$ cat config.mk
export PLATFORM = sky130hd
export DESIGN_NAME = reg_file
export DESIGN_NICKNAME = d
export VERILOG_FILES = /design/src/rtl/reg_file.sv
export SDC_FILE = /design/constraint.sdc
export NUM_CORES = 2
export LEC_CHECK = 0
export ABC_AREA = 1
export CAP_MARGIN = 25
export CORE_ASPECT_RATIO = 1.5
export CORE_MARGIN = 1
export CORE_UTILIZATION = 45
export DETAILED_ROUTE_END_ITERATION = 8
export GPL_ROUTABILITY_DRIVEN = 0
export GPL_TIMING_DRIVEN = 1
export HOLD_SLACK_MARGIN = 0.15
export PLACE_DENSITY = 0.66
export SETUP_SLACK_MARGIN = 0.05
export SLEW_MARGIN = 20
export SYNTH_ARGS = -nofsm -noshare
export SYNTH_HDL_FRONTEND = slang
export SYNTH_SLANG_ARGS = --single-unit
$ cat constraint.sdc
create_clock -name clk -period 3.6 [get_ports clk]
set_input_delay 0.54 -clock clk [delete_from_list [all_inputs] [get_ports clk]]
set_output_delay 0.54 -clock clk [all_outputs]
set_load 0.02 [all_outputs]
$ cat src/rtl/reg_file.sv
// rtl/reg_file.sv - 32x32 RISC-V integer register file with x10 (a0) observation output
// Optional REGFILE_BYPASS_EN: same-cycle write-through forwarding on both read ports.
module reg_file #(
    parameter int ADDR_WIDTH = 5,
    parameter int DATA_WIDTH = 32
) (
    input  logic                  clk,
    input  logic                  rst,
    input  logic [ADDR_WIDTH-1:0] ad1,
    input  logic [ADDR_WIDTH-1:0] ad2,
    input  logic [ADDR_WIDTH-1:0] ad3,
    input  logic                  we3,
    input  logic [DATA_WIDTH-1:0] wd3,
    output logic [DATA_WIDTH-1:0] rd1,
    output logic [DATA_WIDTH-1:0] rd2,
    output logic [DATA_WIDTH-1:0] a0
);

    localparam int NUM_REGS = 2 ** ADDR_WIDTH;
    localparam logic [ADDR_WIDTH-1:0] A0_IDX = ADDR_WIDTH'(10);
    localparam logic [ADDR_WIDTH-1:0] ZERO_IDX = '0;

    logic [DATA_WIDTH-1:0] r_mem [NUM_REGS];
    logic [DATA_WIDTH-1:0] r_a0;
    logic                  w_wr_en;
    logic                  w_wr_a0;

    // x0 is never written, so it stays at its reset value of zero.
    assign w_wr_en = we3 && (ad3 != ZERO_IDX);
    assign w_wr_a0 = w_wr_en && (ad3 == A0_IDX);

    always_ff @(posedge clk) begin
        if (rst) begin
            for (int i = 0; i < NUM_REGS; i++) begin
                r_mem[i] <= '0;
            end
            r_a0 <= '0;
        end else begin
            if (w_wr_en) begin
                r_mem[ad3] <= wd3;
            end
            r_a0 <= w_wr_a0 ? wd3 : r_mem[A0_IDX];
        end
    end

`ifdef REGFILE_BYPASS_EN
    always_comb begin
        rd1 = '0;
        rd2 = '0;
        if (ad1 != ZERO_IDX) begin
            rd1 = (w_wr_en && (ad1 == ad3)) ? wd3 : r_mem[ad1];
        end
        if (ad2 != ZERO_IDX) begin
            rd2 = (w_wr_en && (ad2 == ad3)) ? wd3 : r_mem[ad2];
        end
    end
`else
    always_comb begin
        rd1 = '0;
        rd2 = '0;
        if (ad1 != ZERO_IDX) begin
            rd1 = r_mem[ad1];
        end
        if (ad2 != ZERO_IDX) begin
            rd2 = r_mem[ad2];
        end
    end
`endif

    assign a0 = r_a0;

endmodule
======== Word-level counts from Yosys, hierarchy flattened ========
Memory sizes are Yosys's and may differ from the RTL's. A register that Yosys moved wholly into a read port is not among the register bits.
Index checks and enable logic that the tools add are counted.
cells by class
  multiplexer cells ....................... 10
  reductions and logical operators ........ 5
operators by type and width
  kind                 count
  $mux W32             3
  $reduce_or A32 Y1    1
  $reduce_bool A5 Y1   3
  $mux W1              6
  $mux W5              1
  $logic_and A1 B1 Y1  1
storage, ports and cells
  flip-flop bits (word level) ............. 0
  memory bits (writable) .................. 1,024
  logic and storage cells ................. 16
  memories ................................ 1
memory list
  name   words  bits a word  rd ports  clocked after Yosys merged registers in  write ports  RTL line  source
  r_mem  32     32           3         1                                        32           23        logic [DATA_WIDTH-1:0] r_mem [NUM_REGS];

======== Depth between registers and ports, before layout ========
  word-level depth ........................ 7
  mapped depth ............................ 13

======== Worst setup path before layout ========
OpenSTA, ideal clock, no wires.
  path type ............................... input to register
  start ................................... input we3
  end ..................................... memory r_mem[5][0] (enable)
  library setup time ...................... 0.389 ns
  arrival ................................. 2.128 ns
  slack ................................... 1.082 ns
  stages on the path ...................... 7
  cell sequence ........................... inv_1 nor2_2 inv_2 nor4_1 nand3_1 clkbuf_1 nand2_1
RTL lines
  item         RTL line  source
  from (decl)  12        input logic we3,
  to (decl)    23

======== Worst setup path after layout ========
  start ................................... input ad2[0]
  end ..................................... output rd2[1]
on the way
  cells in the longest elaborated chain, start to end .. 2
  elaborated cells on any way between the ends .. 3
  those cells by class .................... mux (1); reduce/logical (1); memory (1)
ends and longest elaborated chain
  item                                                   RTL line  source
  from (decl)                                            10        input logic [ADDR_WIDTH-1:0] ad2,
  $mem_v2 Z32 W32 or $reduce_bool A5 Y1 (tied branches)  --
  $mux W32 (*)                                           64        if (ad2 != ZERO_IDX) begin
  to (decl)                                              15        output logic [DATA_WIDTH-1:0] rd2,
Mark *: on every way between the ends. The rest lies on a longest branch, timed or not.

==> impl_metrics.tcl <==
set metrics [dict create \
    status "finished, final reports clean" \
    pin_count 146 \
    netlist_area_um2 57700 \
    final_util 0.519 \
    root_buffer "clkbuf_16" \
    grt_use_met2 0.569 \
    area_growth_pct 14.2 \
    hold_depth 2 \
    via_per_inst 6.19 \
    fin_ws_ns 0.0983 \
    finalHoldViolations 0 \
    worst_pin_slew_ns 0.958 \
    busiest_layer "met2" \
    grt_max_degree 98 \
    setup_violations 0 \
    critPathLaunch "ad2[0]" \
    p_comb_frac 0.158 \
    hold_class "register to register" \
    drc 0 \
    period_share 0.973 \
    io_buffers 145 \
    synthArstFlopShare 0 \
    ys_types 27 \
    htree_levels 3 \
    slew_viol_final 0 \
    end_kind "primary output" \
    synthCells 7267 \
    synthTopCellsByCount "nand2_1, nand3_1, nor2_1, edfxtp_1, buf_2" \
    pwr-share-seq 0.482 \
    post-route-min-period_ns 3.50 \
    place_hpwl_um 143000 \
    crit_fanout 41 \
    max-cap-violations 0 \
    drt-total-wl_um 237000 \
    yosys.area.top_type "edfxtp_1" \
    wl_per_cell_um 26.2 \
    antenna_found_initial 2 \
    fin_skew_ns 0.0144 \
    cts_tree "yes" \
    power_density_nw_per_um2 457 \
    r2r_slack_ns 2.68 \
    swShare 0.286 \
    yosysWarnings 0 \
    use_met3 0.0804 \
    dieArea_um2 130000 \
    cts_num_sinks 1056 \
    critical_path_class "input port to primary output" \
    intPower_uw 21500 \
    grt_usage 0.361 \
    cts_buffers 100 \
    clockBufferDepth 3 \
    crit_arrival_ns 2.96 \
    rr_startpoint "r_mem[10][12]$_SDFFCE_PN0P_" \
    num_rows 160 \
    core_um2 127000 \
    netlist_top_cells_area "edfxtp_1, nand2_1, nand3_1" \
    start_util 0.454 \
    syn_area_per_cell_um2 7.93 \
    ys_seq_elements 1056 \
    reg2reg_depth 2 \
    final.setup.tns_ns 0 \
    fillCellCount 11700 \
    overflow 0 \
    yosysSeqAreaShare 0.544 \
    cp-endpoint "rd2[1]" \
    fp.dieH_um 440 \
    drive_gt1_frac 0.0857 \
    drt_iter0_markers 9178 \
    synth_ff_type "edfxtp_1" \
    dr_total_vias 56100 \
    rr_endpoint "a0[12]$_SDFF_PP0_" \
    rsz0062_at_grt "no" \
    grt_pass1_wl_um 343000 \
    fp.dieW_um 294 \
    worst_ep_required_time_ns 3.06 \
    fin_nets 7322 \
    p_leak_uw 0.0274 \
    slew_headroom 0.362 \
    clk_pin_slew_worst_paths_ns 0.06 \
    ir_drop_uv 354 \
    ant_nets 0 \
    dpl_worst_slack_ns 0.161 \
    clk_latency_ns 0.74 \
    hold_slack_ns 0.552 \
    netlist.area_leader.share 0.533 \
    use_met1 0.435 \
    power_frac_clock 0.360 \
    synth_most_common_cell "nand2_1" \
    grt_pass1_vias 52400 \
    cp-start-kind "input port" \
    fmax_mhz 286 \
    drtPass1Iterations 7 \
    synth-edff-count 1024 \
    switchingPower_uw 8600 \
]
[layout make-up]
cell class | instances | area, um2 | area share
Sequential cell | 1056 | 31400 | 0.477
Multi-Input combinational cell | 5494 | 23100 | 0.350
Timing Repair Buffer | 513 | 5550 | 0.0843
Clock buffer | 124 | 2650 | 0.0403
Tap cell | 1701 | 2130 | 0.0323
Clock inverter | 59 | 569 | 0.00865
Inverter | 107 | 467 | 0.00709
Antenna cell | 1 | 2.50 | 0.0000380
[logic make-up after synthesis]
| family | Yosys count | share of synthesized area |
|---|---|---|
| flip-flops | 1056 | 0.544 |
| AND/OR/NAND/NOR | 5160 | 0.367 |
| other | 1 | 0.0000650 |
| AO/OA/AOI/OAI | 302 | 0.0275 |
| buffers and inverters | 748 | 0.0605 |
[worst min path at each step]
stage	from	to
after floorplan	r_mem[10][10]$_SDFFCE_PN0P_	a0[10]$_SDFF_PP0_
after global placement	r_mem[10][6]$_SDFFCE_PN0P_	a0[6]$_SDFF_PP0_
after detailed placement	r_mem[10][2]$_SDFFCE_PN0P_	a0[2]$_SDFF_PP0_
after CTS	r_mem[10][10]$_SDFFCE_PN0P_	a0[10]$_SDFF_PP0_
after global routing	r_mem[10][5]$_SDFFCE_PN0P_	a0[5]$_SDFF_PP0_
final	r_mem[10][10]$_SDFFCE_PN0P_	a0[10]$_SDFF_PP0_
[worst max-delay path, cell delays in order]
cell             delay [ns]
buf_8                  0.15
inv_16                 0.24
buf_12                 0.24
buf_12                 0.19
nand2_1                0.07
nand3_1                0.06
nand3_1                0.11
a21oi_1                0.24
nor2_1                 0.13
nor2_2                 0.26
clkdlybuf4s50_1        0.66
[stage by stage]
step	total power [uW]	area, um2	instances
3_3_place_gp	19300	62600	8871
4_1_cts	29900	65800	9054
5_1_grt	30800	65800	9054
3_5_place_dp	19300	62600	8871
6_report	30100	65800	9055
2_1_floorplan	17300	57800	7298
[power by group through the flow]
stage	registers (uW)	clock network [uW]	logic, uW
finish	14500	10800	4750
global route	14600	11200	5010
CTS	14500	10800	4610
detailed placement	14800	0	4590
global placement	14700	0	4540
floorplan	14700	0	2590
[per-layer routing]
metal	wire, um	share of wire	vias to the layer above
met5	7	0.000029	-
met4	19400	0.082	2
met3	31600	0.13	1154
met2	107000	0.45	4726
met1	79300	0.33	26200
li1	-	-	24000
[flip-flops by register name (all words and copies together) (netlist names)]
register / flops
a0: 32
r_mem: 1024
[what timing repair did]
action                                  4_1_cts  5_1_grt
hold buffers                                  0        0
endpoints found under the setup margin        0        2
endpoints found under the hold margin         0        0
setup buffers                                 0        0
gates resized for setup                       0        3
[cells in the final DEF, fill, tap and decap left out, drive strengths merged]
master / n
nand4: 1
o22ai: 18
nor2: 1228
dfxtp: 32
conb: 32
diode: 1
o21ai: 133
clkinv: 37
buf: 395
bufinv: 9
inv: 111
a21oi: 137
clkbuf: 124
a31o: 14
nand2: 2525
nor3: 12
nor4: 1
nand3: 1393
clkinvlp: 9
clkdlybuf4s50: 118
edfxtp: 1024
Power figures use the tool's default switching activity.
